==> src/rtl/serv_ibus_fifo.sv <==
`default_nettype none
// ============================================================================
//  Module      : serv_ibus_fifo
//  Description : Prefetch word FIFO (DEPTH x 32) with push, pop, flush and
//                an occupancy count. Flush wins over push/pop in a cycle.
//  Revision    : 1.0 - initial release
// ============================================================================
module serv_ibus_fifo #(
    parameter int DEPTH = 2
) (
    input  logic                       clk,
    input  logic                       i_rst,
    input  logic                       i_push,
    input  logic [31:0]                i_wdata,
    input  logic                       i_pop,
    input  logic                       i_flush,
    output logic [31:0]                o_rdata,
    output logic [$clog2(DEPTH+1)-1:0] o_count
);
    localparam int              c_AW    = (DEPTH > 1) ? $clog2(DEPTH) : 1;
    localparam int              c_CW    = $clog2(DEPTH + 1);
    localparam logic [c_AW-1:0] c_LAST  = c_AW'(DEPTH - 1);
    localparam logic [c_CW-1:0] c_FULL  = c_CW'(DEPTH);

    logic [31:0]     r_mem [DEPTH];
    logic [c_AW-1:0] r_rd_ptr;
    logic [c_AW-1:0] r_wr_ptr;
    logic [c_CW-1:0] r_count;
    logic            w_do_push;
    logic            w_do_pop;

    // Pointers wrap explicitly so non-power-of-two storage indices never escape.
    function automatic logic [c_AW-1:0] f_inc(input logic [c_AW-1:0] p);
        return (p == c_LAST) ? '0 : p + c_AW'(1);
    endfunction

    // Guard the invariants: never write when full, never read when empty.
    assign w_do_push = i_push && (r_count != c_FULL);
    assign w_do_pop  = i_pop  && (r_count != '0);

    // Pointer and occupancy bookkeeping.
    always_ff @(posedge clk) begin
        if (i_rst || i_flush) begin
            r_rd_ptr <= '0;
            r_wr_ptr <= '0;
            r_count  <= '0;
        end else begin
            if (w_do_push) r_wr_ptr <= f_inc(r_wr_ptr);
            if (w_do_pop)  r_rd_ptr <= f_inc(r_rd_ptr);
            case ({w_do_push, w_do_pop})
                2'b10:   r_count <= r_count + c_CW'(1);
                2'b01:   r_count <= r_count - c_CW'(1);
                default: r_count <= r_count;
            endcase
        end
    end

    // Word storage; contents are don't-care while the count says empty.
    always_ff @(posedge clk) begin
        if (w_do_push && !i_flush) r_mem[r_wr_ptr] <= i_wdata;
    end

    assign o_rdata = r_mem[r_rd_ptr];
    assign o_count = r_count;

endmodule
`default_nettype wire

==> src/rtl/serv_ibus_prefetch.sv <==
`default_nettype none
// ============================================================================
//  Module      : serv_ibus_prefetch
//  Description : Instruction fetch stage between the CPU ibus and a Wishbone
//                classic memory bus. Serves sequential code from a small
//                prefetch FIFO and feeds serv_decode's rdt/en pair.
//  Revision    : 1.0 - initial release
// ============================================================================
module serv_ibus_prefetch #(
    parameter int DEPTH   = 2,
    parameter bit PREF_EN = 1'b1
) (
    input  logic        clk,
    input  logic        i_rst,
    input  logic        i_cpu_cyc,
    input  logic [31:0] i_cpu_adr,
    output logic [31:0] o_cpu_rdt,
    output logic        o_cpu_ack,
    output logic [29:0] o_dec_rdt,
    output logic        o_dec_en,
    output logic        o_mem_cyc,
    output logic [31:0] o_mem_adr,
    input  logic [31:0] i_mem_rdt,
    input  logic        i_mem_ack
);
    localparam int         c_CW      = $clog2(DEPTH + 1);
    localparam logic [1:0] c_IDLE    = 2'd0;
    localparam logic [1:0] c_DEMAND  = 2'd1;
    localparam logic [1:0] c_PREF    = 2'd2;
    localparam logic [1:0] c_DISCARD = 2'd3;

    // Addresses are kept as word addresses; bits [1:0] are implicitly zero.
    logic [1:0]      r_state,     w_state;
    logic [29:0]     r_fetch_adr, w_fetch_adr;
    logic [29:0]     r_head_adr,  w_head_adr;
    logic [29:0]     r_mem_adr,   w_mem_adr;
    logic            r_mem_cyc,   w_mem_cyc;
    logic            r_ack,       w_ack;
    logic [31:0]     r_rdt,       w_rdt;
    logic            r_live,      w_live;

    logic [29:0]     w_cpu_word;
    logic [1:0]      w_unused_adr_lsb;
    logic [c_CW-1:0] w_count;
    logic [c_CW:0]   w_next_cnt;
    logic [31:0]     w_head_data;
    logic            w_mem_ack, w_req, w_hit, w_wait, w_miss;
    logic            w_push, w_pop, w_room;

    assign w_cpu_word       = i_cpu_adr[31:2];
    assign w_unused_adr_lsb = i_cpu_adr[1:0];

    // An ack with no cycle open (e.g. straggling across reset) is ignored.
    assign w_mem_ack = i_mem_ack && r_mem_cyc;

    // Requests are looked at only in states that can act on them, and never
    // in the cycle that is already returning an ack.
    assign w_req  = i_cpu_cyc && !r_ack && ((r_state == c_IDLE) || (r_state == c_PREF));
    assign w_hit  = w_req && (w_count != '0) && (w_cpu_word == r_head_adr);
    // Word being prefetched right now is the one wanted: let it land, then hit.
    assign w_wait = w_req && (r_state == c_PREF) && (w_count == '0) && (w_cpu_word == r_fetch_adr);
    assign w_miss = w_req && !w_hit && !w_wait;

    assign w_pop      = w_hit;
    assign w_push     = (r_state == c_PREF) && w_mem_ack && !w_miss;
    assign w_next_cnt = {1'b0, w_count} + {{c_CW{1'b0}}, w_push} - {{c_CW{1'b0}}, w_pop};
    assign w_room     = w_next_cnt < (c_CW + 1)'(DEPTH);

    serv_ibus_fifo #(
        .DEPTH (DEPTH)
    ) u_fifo (
        .clk     (clk),
        .i_rst   (i_rst),
        .i_push  (w_push),
        .i_wdata (i_mem_rdt),
        .i_pop   (w_pop),
        .i_flush (w_miss),
        .o_rdata (w_head_data),
        .o_count (w_count)
    );

    // Next-state, bus-cycle and response decisions.
    always_comb begin
        w_state     = r_state;
        w_fetch_adr = r_fetch_adr;
        w_head_adr  = w_hit ? r_head_adr + 30'd1 : r_head_adr;
        w_mem_cyc   = r_mem_cyc;
        w_mem_adr   = r_mem_adr;
        w_ack       = w_hit;
        w_rdt       = w_hit ? w_head_data : r_rdt;
        w_live      = r_live;

        case (r_state)
            c_IDLE: begin
                if (w_miss) begin
                    w_fetch_adr = w_cpu_word;
                    w_state     = c_DEMAND;
                    w_mem_cyc   = 1'b1;
                    w_mem_adr   = w_cpu_word;
                end else if (PREF_EN && r_live && w_room) begin
                    // Only speculate once a demand fetch has set up a stream.
                    w_state   = c_PREF;
                    w_mem_cyc = 1'b1;
                    w_mem_adr = r_fetch_adr;
                end
            end
            c_DEMAND: begin
                if (!r_mem_cyc) begin
                    w_mem_cyc = 1'b1;
                    w_mem_adr = r_fetch_adr;
                end else if (w_mem_ack) begin
                    w_mem_cyc   = 1'b0;
                    w_rdt       = i_mem_rdt;
                    w_ack       = 1'b1;
                    w_head_adr  = r_fetch_adr + 30'd1;
                    w_fetch_adr = r_fetch_adr + 30'd1;
                    w_live      = 1'b1;
                    w_state     = PREF_EN ? c_PREF : c_IDLE;
                end
            end
            c_PREF: begin
                if (w_miss) begin
                    w_fetch_adr = w_cpu_word;
                    if (r_mem_cyc && !w_mem_ack) begin
                        // Classic cycles cannot be aborted; ride this one out.
                        w_state = c_DISCARD;
                    end else begin
                        w_state = c_DEMAND;
                        if (r_mem_cyc) begin
                            w_mem_cyc = 1'b0;
                        end else begin
                            w_mem_cyc = 1'b1;
                            w_mem_adr = w_cpu_word;
                        end
                    end
                end else if (r_mem_cyc) begin
                    if (w_mem_ack) begin
                        w_mem_cyc   = 1'b0;
                        w_fetch_adr = r_fetch_adr + 30'd1;
                        if (!w_room) w_state = c_IDLE;
                    end
                end else if (w_room) begin
                    w_mem_cyc = 1'b1;
                    w_mem_adr = r_fetch_adr;
                end else begin
                    w_state = c_IDLE;
                end
            end
            default: begin
                if (w_mem_ack) begin
                    w_mem_cyc = 1'b0;
                    w_state   = c_DEMAND;
                end
            end
        endcase
    end

    // State and output registers.
    always_ff @(posedge clk) begin
        if (i_rst) begin
            r_state     <= c_IDLE;
            r_fetch_adr <= '0;
            r_head_adr  <= '0;
            r_mem_adr   <= '0;
            r_mem_cyc   <= 1'b0;
            r_ack       <= 1'b0;
            r_rdt       <= '0;
            r_live      <= 1'b0;
        end else begin
            r_state     <= w_state;
            r_fetch_adr <= w_fetch_adr;
            r_head_adr  <= w_head_adr;
            r_mem_adr   <= w_mem_adr;
            r_mem_cyc   <= w_mem_cyc;
            r_ack       <= w_ack;
            r_rdt       <= w_rdt;
            r_live      <= w_live;
        end
    end

    assign o_cpu_rdt = r_rdt;
    assign o_cpu_ack = r_ack;
    assign o_dec_rdt = r_rdt[31:2];
    assign o_dec_en  = r_ack;
    assign o_mem_cyc = r_mem_cyc;
    assign o_mem_adr = {r_mem_adr, 2'b00};

endmodule
`default_nettype wire
==> config.mk <==
export PLATFORM = sky130hd
export DESIGN_NAME = serv_ibus_prefetch
export DESIGN_NICKNAME = d
export VERILOG_FILES = /design/src/rtl/serv_ibus_fifo.sv /design/src/rtl/serv_ibus_prefetch.sv
export SDC_FILE = /design/constraint.sdc
export NUM_CORES = 1
export LEC_CHECK = 0
export ABC_AREA = 1
export ABC_CLOCK_PERIOD_IN_PS = 4030
export BUFFER_PORTS_ARGS = -buffer_cell sky130_fd_sc_hd__buf_4
export CAP_MARGIN = 5
export CORE_ASPECT_RATIO = 1.4
export CORE_MARGIN = 2
export CORE_UTILIZATION = 42
export CTS_BUF_LIST = sky130_fd_sc_hd__clkbuf_16
export CTS_CLUSTER_SIZE = 12
export DETAILED_ROUTE_END_ITERATION = 8
export GPL_ROUTABILITY_DRIVEN = 1
export PLACE_DENSITY_LB_ADDON = 0.3
export SLEW_MARGIN = 10
export SYNTH_ARGS = -nofsm -noshare
export SYNTH_HDL_FRONTEND = slang
export SYNTH_HIERARCHICAL = 1
export SYNTH_SLANG_ARGS = --single-unit
==> constraint.sdc <==
create_clock -name clk -period 4.03 [get_ports clk]
set_input_delay 0.403 -clock clk [delete_from_list [all_inputs] [get_ports clk]]
set_output_delay 0.403 -clock clk [all_outputs]
set_load 0.02 [all_outputs]
# [Word level (Yosys, flattened, before mapping)]
# Memories as Yosys holds them, arrays and structs flattened. A register that Yosys moved wholly into a read port is not among the register bits.
# Cells that the tools add are included.
[op_classes] add_sub_neg=8 order_cmp=1 eq_ne=17 muxes=54 reduce_logical=36
[ops] cell="30-bit 2-to-1 mux" n=16
[ops] cell="30-bit one-hot mux with 3 select lines" n=2
[ops] cell="32-bit 2-to-1 mux" n=4
[ops] cell="30-bit by 1-bit adder with 30-bit output (second input constant)" n=2
[ops] cell="30-bit equality test" n=2
[ops] cell="2-bit 2-to-1 mux" n=10
[ops] cell="1-bit 2-to-1 mux" n=19
[ops] cell="1-bit logical AND" n=17
[ops] cell="3-bit by 2-bit inequality test with 1-bit output (second input constant)" n=3
[ops] cell="2-bit inequality test (second input constant)" n=4
[ops] cell="7-bit AND reduction" n=1
[ops] cell="2-bit one-hot mux with 3 select lines" n=1
[ops] cell="3-bit AND reduction" n=2
[ops] cell="3-bit nonzero test" n=2
[ops] cell="1-bit logical NOT" n=5
[ops] cell="5-bit AND reduction" n=1
[ops] cell="2-bit by 1-bit equality test with 1-bit output (second input constant)" n=2
[ops] cell="2-bit equality test (second input constant)" n=2
[ops] cell="2-bit logical NOT" n=2
[ops] cell="4-bit by 3-bit inequality test with 1-bit output (second input constant)" n=1
[ops] cell="2-bit one-hot mux with 2 select lines" n=1
[ops] cell="2-bit nonzero test" n=2
[ops] cell="4-bit nonzero test" n=1
[ops] cell="2-bit by 1-bit adder with 3-bit output" n=1
[ops] cell="other kinds (11)" n=13
[totals] regBits=131 ramBits=64 inputBits=68 output_inout_bits=97 wordCells=128 n_memories=1
[mem_list] name="u_fifo.r_mem" words=2 width=32 rd=1 rd_ports_with_merged_regs=1 wr=1 line="serv_ibus_fifo.sv:25" rtl="logic [31:0] r_mem [DEPTH];"

# [Depth between registers and ports, before layout]
[logic_depth] depth_word=18 mapped_depth=27

# [Modules after synthesis]
# Netlist, hierarchy kept.
[by_module_without_submodules] mod="serv_ibus_prefetch" instances=1 cells_per_inst=1790 area_each_um2=10147.2 seq_area_each_um2=2542.4
[by_module_without_submodules] mod="serv_ibus_fifo" instances=1 cells_per_inst=136 area_each_um2=2716.4 seq_area_each_um2=2021.9

# [Worst setup path before layout]
# No wires, ideal clock.
[synth_timing] path_type="register -> register" from="register r_state[0]" to="memory u_fifo.r_mem[1][0], enable pin" setup_ns=0.421 arrival_time_ns=3.347 t_required_ns=3.609 slack_ns=0.262 stages_incl_launch_ff=17 path_buffers=1 path_cell_list="dfxtp_1 > inv_1 > ha_1 > nor2_2 > nor2_4 > nand2_1 > nor2_1 > nand2_1 > nor2_2 > nand2_4 > nand3_4 > buf_2 > nand2_1 > inv_1 > a21boi_2 > nand2_1 > nor2_1"
[synth_between] elab_chain_cells=14 elab_cells_between_ends=20 cone_classes="1 x eq/ne; 2 x mux; 17 x reduce/logical"
[synth_lines] item="from (decl)" line="serv_ibus_prefetch.sv:33" rtl="logic [1:0] r_state, w_state;"
[synth_lines] item="from (signal assigned)" line="serv_ibus_prefetch.sv:161" rtl="r_state <= c_IDLE;"
[synth_lines] item="from (signal assigned)" line="serv_ibus_prefetch.sv:170" rtl="r_state <= w_state;"
[synth_lines] item="2-bit equality test or 2-bit logical NOT (tied branches)" line="serv_ibus_prefetch.sv:58, serv_ibus_prefetch.sv:61, serv_ibus_prefetch.sv:65"
[synth_lines] item="1-bit logical OR" line="serv_ibus_prefetch.sv:58" rtl="assign w_req = i_cpu_cyc && !r_ack && ((r_state == c_IDLE) || (r_state == c_PREF));"
[synth_lines] item="1-bit logical AND" line="serv_ibus_prefetch.sv:58"
[synth_lines] item="1-bit logical AND (on tied branches) (2 in a row)" line="serv_ibus_prefetch.sv:59, serv_ibus_prefetch.sv:61"
[synth_lines] item="1-bit logical NOT or 1-bit logical AND (tied branches)" line="serv_ibus_prefetch.sv:62, serv_ibus_prefetch.sv:61"
[synth_lines] item="1-bit logical AND or 1-bit logical NOT (tied branches)" line="serv_ibus_prefetch.sv:62" rtl="assign w_miss = w_req && !w_hit && !w_wait;"
[synth_lines] item="1-bit logical AND" line="serv_ibus_prefetch.sv:62"
[synth_lines] item="1-bit logical NOT" line="serv_ibus_prefetch.sv:65" rtl="assign w_push = (r_state == c_PREF) && w_mem_ack && !w_miss;"
[synth_lines] item="1-bit logical AND *" line="serv_ibus_prefetch.sv:65"
[synth_lines] item="via w_push" line="serv_ibus_prefetch.sv:48" rtl="logic w_push, w_pop, w_room;"
[synth_lines] item="1-bit logical AND *" line="serv_ibus_fifo.sv:38" rtl="assign w_do_push = i_push && (r_count != c_FULL);"
[synth_lines] item="1-bit logical AND *" line="serv_ibus_fifo.sv:60" rtl="if (w_do_push && !i_flush) r_mem[r_wr_ptr] <= i_wdata;"
[synth_lines] item="1-bit 2-to-1 mux *" line="serv_ibus_fifo.sv:60"
[synth_lines] item="1-bit 2-to-1 mux (implied by the code) *" line="serv_ibus_fifo.sv:60"
[synth_lines] item="to (decl)" line="serv_ibus_fifo.sv:25"
# The timed path passes the listed nets; every way through them passes the cells marked *.

# [Final worst setup path]
[layout_timing] from="register r_fetch_adr[3]" to="register r_mem_adr[27]"
[layout_between] elab_chain_cells=12 elab_cells_between_ends=18 cone_classes="2 x add/sub; 1 x order compare; 5 x eq/ne; 3 x mux; 7 x reduce/logical"
[layout_lines] item="from (decl)" line="serv_ibus_prefetch.sv:34" rtl="logic [29:0] r_fetch_adr, w_fetch_adr;"
[layout_lines] item="from (signal assigned)" line="serv_ibus_prefetch.sv:171" rtl="r_fetch_adr <= w_fetch_adr;"
[layout_lines] item="30-bit equality test *" line="serv_ibus_prefetch.sv:61" rtl="assign w_wait = w_req && (r_state == c_PREF) && (w_count == '0) && (w_cpu_word == r_fetch_adr);"
[layout_lines] item="1-bit logical AND *" line="serv_ibus_prefetch.sv:61"
[layout_lines] item="1-bit logical NOT *" line="serv_ibus_prefetch.sv:62"
[layout_lines] item="1-bit logical AND *" line="serv_ibus_prefetch.sv:62"
[layout_lines] item="1-bit logical NOT" line="serv_ibus_prefetch.sv:65"
[layout_lines] item="1-bit logical AND" line="serv_ibus_prefetch.sv:65"
[layout_lines] item="2-bit by 1-bit adder with 3-bit output" line="serv_ibus_prefetch.sv:66" rtl="assign w_next_cnt = {1'b0, w_count} + {{c_CW{1'b0}}, w_push} - {{c_CW{1'b0}}, w_pop};"
[layout_lines] item="3-bit by 1-bit subtractor with 3-bit output" line="serv_ibus_prefetch.sv:66"
[layout_lines] item="3-bit by 2-bit < comparator with 1-bit output" line="serv_ibus_prefetch.sv:67" rtl="assign w_room = w_next_cnt < (c_CW + 1)'(DEPTH);"
[layout_lines] item="1-bit logical AND" line="serv_ibus_prefetch.sv:100" rtl="end else if (PREF_EN && r_live && w_room) begin"
[layout_lines] item="3-bit by 1-bit inequality test with 1-bit output (no source line)"
[layout_lines] item="7-bit AND reduction (no source line)"
[layout_lines] item="to (signal assigned)" line="serv_ibus_prefetch.sv:173" rtl="r_mem_adr <= w_mem_adr;"
[layout_lines] item="to (decl)" line="serv_ibus_prefetch.sv:36" rtl="logic [29:0] r_mem_adr, w_mem_adr;"
# Mark *: on every way between the ends. The rest lies on a longest branch, timed or not.
# A chain may end at the register's enable or synchronous reset.

==> impl_metrics.py <==
metrics = {
    "timing": {
        "setup-violations-final": 0,
        "fmax_mhz": 258,
        "holdWs_ps": 137,
        "fin_ws_ps": 158,
        "rsz0062_at_grt": "false",
        "tightest_slew_ps": 1060,
        "slew_violations": 0,
        "fin_crit_ps": 3870,
        "clock_skew_ps": 14.5,
        "max-slew-margin-rel_pct": 29.3,
        "final_hold_viol_count": 0,
        "finalCritPeriodShare_pct": 96.1,
    },
    "layout": {
        "ff_latch_area_mm2": 0.00458,
        "fin_area_mm2": 0.0150,
        "multiInputGateArea_mm2": 0.00678,
        "antenna_cells": 0,
        "drive_gt1_share_pct": 17.2,
        "final_nets": 2130,
        "fillers": 3110,
        "syn2layout_area_growth_pct": 16.6,
    },
    "die": {
        "ioPinCount": 165,
        "core_area_mm2": 0.0300,
        "die_h_um": 211,
        "dieArea_mm2": 0.0321,
        "fp-row-count": 75,
        "die_w_um": 152,
        "initial_core_util_pct": 42.8,
    },
    "drt": {
        "drc": 0,
        "ant_nets": 0,
        "wl_per_cell_um": 19.2,
        "wl_um": 46900,
        "first_pass_iters": 7,
        "drt_iter0_drc": 1089,
        "num_vias": 12900,
        "vias_per_cell": 5.26,
    },
    "global_routing": {
        "grt_usage_pct": 28.6,
        "antenna_found_initial": 0,
        "grt_pass1_vias": 12000,
        "overflow": 0,
        "grt_max_degree": 64,
        "grt_pass1_wl_um": 70100,
    },
    "synthesis": {
        "synthTopCellsByArea": "dfxtp_1 (21%), nand2_1 (17%), edfxtp_1 (15%)",
        "synth_cell_types": 50,
        "ys_async_sr_fraction_pct": 0,
        "synth_area_per_cell_um2": 6.68,
        "yosysWarnings": 6,
        "synth_top_family_by_area": "simple AND/OR/NAND/NOR gates",
        "synth.most_common_cell": "nand2_1",
        "synthesis.area_mm2": 0.0129,
        "synthTopCellsByCount": "nand2_1 (592), nor2_1 (250), inv_1 (201)",
        "synth_compound_area_share_pct": 11.1,
        "synth.area.mux_share_pct": 3.68,
        "yosysTopAreaCell": "dfxtp_1",
        "ys.flop_type": "dfxtp_1",
        "synth.top_cell.area_share_pct": 20.5,
        "seq_area_frac_synth_pct": 35.5,
        "yosys.area_share.xor_xnor_pct": 3.06,
        "yosys.area_share.simple_pct": 33.2,
        "ys_ff_latch": 196,
        "synth-adder-area-share_pct": 1.03,
        "synth_cells": 1926,
        "synth-edff-count": 64,
    },
    "cts": {
        "clockRootBuffer": "clkbuf_16",
        "cts-buffers-inserted": 17,
        "clkTransAtPathRegs_ps": 80,
        "cts_buffer_depth": 2,
        "holdBufCountCts": 0,
        "cts_tree": "done",
        "cts_htree_levels": 4,
        "clk_latency_ps": 460,
        "clkSinkCount": 196,
    },
    "worst_setup_path": {
        "crit_family": "simple AND/OR/NAND/NOR gates",
        "crit_fanout": 10,
        "crit_required_ps": 4430,
        "critPathKind": "reg -> reg",
        "startpoint_type": "flip-flop",
        "cp_num_buf_inv": 5,
        "crit_path_end_kind": "flip-flop",
        "path_cells": "inv_1, nand2_2, o21ai_0, nor3_2, buf_4, nand2_1, nor2_2, nand2_2, nand3_4, nand2_1, ha_1, or2_2, fa_1, nand2_1, nor2_4, inv_1, nor2_2, o21ai_4, nor2_8, buf_12, buf_12, nor2_1, nor2_1",
        "cpPeakStageDelay_ps": 490,
        "cpMostUsedCell": "nand2_1",
        "critPathArrivalTime_ps": 4270,
        "cp_slowest_cell": "fa_1",
    },
    "pwr": {
        "power_density_mw_per_mm2": 578,
        "peakVddDrop_v": 0.000328,
        "p_total_mw": 8.67,
        "p_leak_nw": 6.63,
    },
    "run": {
        "max-cap-violations": 0,
    },
    "status": {
        "status": "finished clean",
    },
    "place": {
        "placed_area_mm2": 0.0144,
        "routabilityCongestion": 0.976,
        "dpl_worst_slack_ps": -176,
        "port_buffers": 160,
        "hpwl_um": 35500,
    },
    "min_path": {
        "min-delay-path-class": "in -> reg",
    },
}
[placed cells by master, fill, tap and decap left out, types with 4 or more instances in the layout]
| cell | netlist | final |
|---|---|---|
| nand2_1 | 592 | 589 |
| nor2_1 | 250 | 246 |
| buf_4 | 37 | 226 |
| inv_1 | 201 | 197 |
| o21ai_0 | 137 | 137 |
| dfxtp_1 | 132 | 123 |
| nand3_1 | 80 | 80 |
| edfxtp_1 | 64 | 64 |
| a21oi_1 | 57 | 57 |
| nand4_1 | 41 | 41 |
| a31oi_1 | 33 | 33 |
| xor2_1 | 30 | 30 |
| mux2_4 | 30 | 30 |
| nor3_1 | 27 | 26 |
| o21ai_1 | 24 | 24 |
| inv_2 | 18 | 22 |
| clkbuf_16 | 0 | 19 |
| xnor2_1 | 15 | 14 |
| nor4_1 | 13 | 13 |
| dfxtp_2 | 0 | 9 |
| clkinv_1 | 3 | 8 |
| ha_1 | 9 | 7 |
| nand2_2 | 3 | 6 |
| nor2_4 | 3 | 6 |
| o211ai_1 | 6 | 6 |
| nor2_2 | 4 | 5 |
| nand2_4 | 4 | 4 |
[where the power goes]
group	total, mW	internal (mW)	switching (mW)
sequential	2.69	2.37	0.318
clock	1.57	0.780	0.794
combinational	4.41	1.53	2.88
[registers in the layout, indices dropped and copies added (netlist names), named ones only]
| register | count |
|---|---|
| u_fifo/r_mem | 64 |
| o_cpu_rdt | 32 |
| r_fetch_adr | 30 |
| r_head_adr | 30 |
| r_mem_adr | 30 |
| r_state | 2 |
| u_fifo/o_count | 2 |
| o_cpu_ack | 1 |
| o_mem_cyc | 1 |
| r_live | 1 |
| u_fifo/r_rd_ptr | 1 |
| u_fifo/r_wr_ptr | 1 |
[worst reg2reg max path: stages, from the launching register on]
cell	delay, ps
dfxtp_2	340
inv_1	60
nand2_2	120
o21ai_0	130
nor3_2	260
buf_4	150
nand2_1	50
nor2_2	110
nand2_2	100
nand3_4	80
nand2_1	70
ha_1	280
or2_2	310
fa_1	490
nand2_1	80
nor2_4	110
inv_1	70
nor2_2	160
o21ai_4	100
nor2_8	260
buf_12	180
buf_12	140
nor2_1	40
nor2_1	100
[layout make-up]
cell class / count / area share [%]
clock buffer: 17 / 2.84
clock inverter: 15 / 0.592
inverter: 222 / 5.57
multi-input combinational: 1383 / 45.2
sequential: 196 / 30.5
tap: 385 / 3.21
timing repair buffer: 232 / 12.1
[routing by layer]
metal	vias up	wire length, um	global-route usage, %
met2	512	23200	50.4
met1	5914	18800	35.2
met4	0	2060	12.7
met3	97	2840	3.14
met5	-	0	0
li1	6364	-	-
[worst paths after layout]
| check | from | to | slack (ps) | depth (start not counted) |
|---|---|---|---|---|
| min reg2reg | r_live | r_live | 480 | 1 |
| max reg2reg | r_fetch_adr[3] | r_mem_adr[27] | 160 | 23 |
| min | i_mem_rdt[11] | u_fifo/r_mem[0][11] | 140 | 1 |
| max | r_fetch_adr[3] | r_mem_adr[27] | 160 | 23 |
[stage by stage]
| step | std cells | setup TNS [ps] | utilization, % |
|---|---|---|---|
| 2_1_floorplan | 1927 | 0 | - |
| 3_3_place_gp | 2416 | -3160 | 47.8 |
| 3_5_place_dp | 2416 | -3860 | 47.8 |
| 4_1_cts | 2448 | 0 | 49.6 |
| 5_1_grt | 2450 | 0 | 50.0 |
| 6_report | 2450 | 0 | 50.0 |
[cell families after synthesis]
| logic type | Yosys count |
|---|---|
| and+or+nand+nor | 1028 |
| buffers and inverters | 348 |
| AOI/OAI and AO/OA | 266 |
| DFF | 196 |
| xor gates and xnor gates | 45 |
| muxes | 32 |
| adders and majority gates | 10 |
| other | 1 |
[timing repair]
action	4_1_cts	5_1_grt
endpoints found under the setup margin	21	30
cloned	0	2
setup buffers	0	0
pin swaps	0	4
gates resized for setup	2	23
Power figures use the tool's default switching activity.
